$ cat config.mk
export PLATFORM = sky130hd
export DESIGN_NAME = pipe_skid_reg
export DESIGN_NICKNAME = d
export VERILOG_FILES = /design/src/rtl/pipe_skid_reg.sv
export SDC_FILE = /design/constraint.sdc
export NUM_CORES = 1
export LEC_CHECK = 0
export ABC_AREA = 1
export CAP_MARGIN = 20
export CORE_ASPECT_RATIO = 1.25
export CORE_MARGIN = 2
export CORE_UTILIZATION = 45
export DETAILED_ROUTE_END_ITERATION = 6
export GPL_ROUTABILITY_DRIVEN = 0
export PLACE_DENSITY = 0.77
export SLEW_MARGIN = 20
export SYNTH_ARGS = -nofsm -noshare
export SYNTH_HDL_FRONTEND = slang
export SYNTH_SLANG_ARGS = --single-unit
$ cat constraint.sdc
create_clock -name clk -period 3.7 [get_ports clk]
set_clock_uncertainty 0.15 [all_clocks]
set_input_delay 0.37 -clock clk [delete_from_list [all_inputs] [get_ports clk]]
set_output_delay 0.37 -clock clk [all_outputs]
set_load 0.005 [all_outputs]
$ cat src/rtl/pipe_skid_reg.sv
// pipe_skid_reg: valid/ready pipeline stage with one-entry skid buffer; ports: clk, r (async reset), flush, in_valid/in_ready/in_data upstream, out_valid/out_ready/out_data/out_datab downstream, count occupancy 0..2
module pipe_skid_reg #(
  parameter int WIDTH = 32,
  parameter logic [WIDTH-1:0] RESET_VAL = '0
) (
  input  logic             clk,
  input  logic             r,
  input  logic             flush,
  input  logic             in_valid,
  output logic             in_ready,
  input  logic [WIDTH-1:0] in_data,
  output logic             out_valid,
  input  logic             out_ready,
  output logic [WIDTH-1:0] out_data,
  output logic [WIDTH-1:0] out_datab,
  output logic [1:0]       count
);
  typedef enum logic [1:0] {EMPTY = 2'd0, ONE = 2'd1, FULL = 2'd2} state_t;
  state_t           r_state, w_next;
  logic [WIDTH-1:0] r_main, r_skid;
  logic             w_acc, w_drn, w_ld_main, w_ld_skid, w_from_skid;
  assign out_valid = r_state != EMPTY;
  assign in_ready  = r_state != FULL;
  assign count     = r_state;
  assign out_data  = r_main;
  assign out_datab = ~r_main;
  assign w_acc     = in_valid & in_ready;
  assign w_drn     = out_valid & out_ready;
  always_comb begin
    w_next      = r_state;
    w_ld_main   = 1'b0;
    w_ld_skid   = 1'b0;
    w_from_skid = 1'b0;
    if (flush) w_next = EMPTY;
    else
      case (r_state)
        EMPTY: if (w_acc) begin
          w_next    = ONE;
          w_ld_main = 1'b1;
        end
        ONE: if (w_acc && w_drn) w_ld_main = 1'b1;
        else if (w_acc) begin
          w_next    = FULL;
          w_ld_skid = 1'b1;
        end else if (w_drn) w_next = EMPTY;
        FULL: if (w_drn) begin
          w_next      = ONE;
          w_ld_main   = 1'b1;
          w_from_skid = 1'b1;
        end
        default: w_next = EMPTY;
      endcase
  end
  always_ff @(posedge clk or posedge r)
    if (r) begin
      r_state <= EMPTY;
      r_main  <= RESET_VAL;
      r_skid  <= RESET_VAL;
    end else begin
      r_state <= w_next;
      if (w_ld_main) r_main <= w_from_skid ? r_skid : in_data;
      if (w_ld_skid) r_skid <= in_data;
    end
endmodule

==> metrics list <==
* Run status: completed
- Maximum net fanout on the critical path: 61
- Across the VDD grid, the largest voltage drop is 0.3350 mV.
* Reg2Reg Setup Slack: 1.41 ns
* Cell mode on critical path: nand2_1
- The number of setup buffers added after CTS is 0.
* Maximum achievable frequency: 430.5 MHz
- Entering global routing, the biggest net connects 66 pins.
- Of the total synthesized cell area, the portion taken by full adders, half adders and majority gates is 0.
- Final WL: 6716 um
- Cell-by-cell trace of the critical path: clkdlybuf4s50_1 > nand2_1 > clkinv_1 > nand2_4 > nand2_4 > inv_4 > nand2_1 > nand2_1
- Antenna violations before repair: 0
* Crit path max-delay cell type: nand2_4
- The clock reaches the later pin of the worst-skew pair after 0.34 ns.
- The tool flagged a number of max-cap violations equal to 0.
- Synthesis Warnings: 0
- Yosys mapped a number of flops with a built-in enable equal to 0.
* Fraction of synthesized area in multiplexers: 0
* Leading post-synthesis cells by instance count: nand2_1 (139), inv_1 (70), dfrtp_1 (66)
* Starting density of the core: 0.4697
* CTS Root Cell: clkbuf_8
* Floorplan die area: 7580 sq um
- Setup repair after global routing left no endpoint under its margin.
- Fraction of the mapped netlist area in compound gates: 0.1048
- The largest single stage delay on the critical path is 0.47 ns.
- Vias in the first global route: 2591
- Worst hold path type: input pin to asynchronous set/reset pin
* Count of pins over their slew limit: 0
- WS Path Type: input pin to register
- STA classifies the critical path startpoint as an input pin.
* Post-synth cell types: 17
- Counting every instance in the synthesized netlist gives 402.
- Post-Syn Nets: 439
* Layout overhead on the synthesized area: 40.16%
* CTS clk-pin slew, worst paths: 0.07 ns
- The share of synthesized area in the top cell type comes to 0.5323.
- 0 antenna diodes ended up in the layout.
- Synthesized area per cell: 7.719 sq um
- Die H: 96.84 um
* Final setup TNS: 0 ns
- CTS max path bufs: 2
- By area the synthesized netlist is led by dfrtp_1 (53%), nand2_1 (17%), inv_1 (8.5%).
- Horizontal die dimension: 78.27 um
- The pre-antenna-repair detailed-routing pass consisted of 4 iterations.
- The floorplan has 33 rows.
* First-pass GRT wire length: 11320 um
- In the final layout, the share of cells above drive strength 1 is 0.04150.
- Met3 wire length: 407 um
- The detailed router used layers up to and including met4.
- Area fraction in and, or, nand and nor cells after synthesis: 0.2315
- After synthesis, the largest family of logic cells by area is simple AND/OR/NAND/NOR gates.
- In this run the static leakage power is 2.287 nW.
- Capturing element of the worst setup path: out_data[6]
- The synthesized design spends more area on one cell type than any other, namely dfrtp_1.
- Actual transition at the worst max-transition pin: 0.5977 ns
* Final HPWL from detailed placement: 4608 um
- The mapped netlist covers 3103 sq um.
- Via-to-Cell Ratio: 4.680
- Shortest clock period the worst path allows after layout: 2.323 ns
- In this design, the largest share of critical-path delay is due to simple AND/OR/NAND/NOR gates.
- Detail-routed net length per standard cell: 11.33 um
* Share of the synthesized netlist area taken by xor and xnor gates: 0
- In this run, synthesis produced a sequential element count of 66.
* Via count of the routed design: 2775
* Bufs and invs on worst path: 3
- Hold repair after CTS inserted 0 buffers.
* H-Tree Level Count: 3
- Data required time of the worst path: 3.83 ns
* Antenna viol nets, final: 0
- For this run, the post-layout net count is 538.
- The worst register-to-register path ends at out_data[6].
* Power density over cell area: 585.1 nW/um^2
- CTS tree: built
* Worst hold slack: 0.2376 ns
- Total overflow reported by the global router: 0
* Async S/R FF share, synth: 1.000
* Number of cells on the critical path: 8
- Gates resized during post-CTS repair numbered 0.
* Core area: 6606 sq um
* Predominant post-synthesis flop cell: dfrtp_1
* Share of synthesized area occupied by flip-flops and latches: 0.5323
- In this run, the number of DRC markers left after iteration 0 of detailed routing was 106.
- In this run the tightest slew margin relative to its limit is 0.6015.
* Drc violations: 0
- Setup violations remaining at the end of the flow were counted as 0.
* CTS sink count: 66
* Met1 wire length: 2759 um
* Launching element of the worst setup path: out_ready
* Top-level I/O count: 105
- Across every metal layer, demand over resource in global routing totals 0.1886.
* Arrival time reported for the critical path endpoint: 2.45 ns
- During placement, the flow inserted port buffers numbering 104.
* Num CTS Buffers: 9
- Layout fillers: 548
* Origin of the critical flop-to-flop path: count[1]
* Nature of the critical path endpoint: register
- Worst Reg-to-Reg Cells: 7
- Top-count cell post-synth: nand2_1
- Met2 routed WL: 3471 um
- In the finished design, the share of the clock period the worst path needs comes to 0.6278.
* Number of failing hold endpoints at the final stage: 0
-- layout make-up --
type / count / area, sq um / share of cell area
sequential: 66 / 1652 / 0.3797
timing repair buffer: 106 / 1056 / 0.2428
multi-input combinational: 246 / 1044 / 0.2399
inverter: 72 / 272.8 / 0.06272
clock buffer: 15 / 186.4 / 0.04287
tap: 87 / 108.9 / 0.02503
clock inverter: 1 / 30.03 / 0.006904
-- stage by stage --
step | cells | worst slack [ns] | power [W] | cell area, sq um | utilization
after floorplan | 402 | 1.525 | 0.001442 | 3103 | -
after global placement | 577 | 1.113 | 0.001891 | 4133 | 0.6256
after detailed placement | 577 | 1.023 | 0.001924 | 4133 | 0.6256
after CTS | 593 | 1.364 | 0.002575 | 4349 | 0.6583
after global routing | 593 | 1.158 | 0.002727 | 4349 | 0.6583
final | 593 | 1.377 | 0.002545 | 4349 | 0.6583
-- cell usage in the layout, fill, tap and decap left out, types with 3 or more instances in the layout --
cell type and count:
clkdlybuf4s50_1 104, nand4_1 3, dfrtp_1 66, nor2_1 29, clkbuf_8 13, nand2_1 139
o21ai_0 30, inv_1 69, o21ai_1 6, a21oi_1 29, nand3_1 7
-- registers in the layout (all words and copies together), names as in the netlist --
signal,cells
count,2
out_data,32
r_skid,32
-- metal layers --
layer  vias to the layer above  global-route usage
li1                       1405                   -
met1                      1275              0.2107
met2                        88              0.3382
met3                         7             0.05131
met4                         0             0.07018
met5                         -                   0
-- cell families after synthesis --
logic type | Yosys count
AND/OR/NAND/NOR | 181
buffers and inverters | 90
flip-flops | 66
AO/OA/AOI/OAI | 65
-- where the power goes --
group	switching, W	internal (W)
Sequential	0.000125	0.000972
Combinational	0.000334	0.000466
Clock	0.000262	0.000386
Total	0.000721	0.00182
-- worst min-delay path by stage --
stage / slack [ns] / to / startpoint
3_3_place_gp: 0.33 / r_skid[2] / r_skid[2]
5_1_grt: 0.27 / out_data[25] / r
2_1_floorplan: 0.31 / r_skid[0] / r_skid[0]
4_1_cts: 0.24 / out_data[25] / r
3_5_place_dp: 0.33 / r_skid[0] / r_skid[0]
6_report: 0.24 / r_skid[23] / r
No activity file was read; power rests on OpenSTA's default activity.
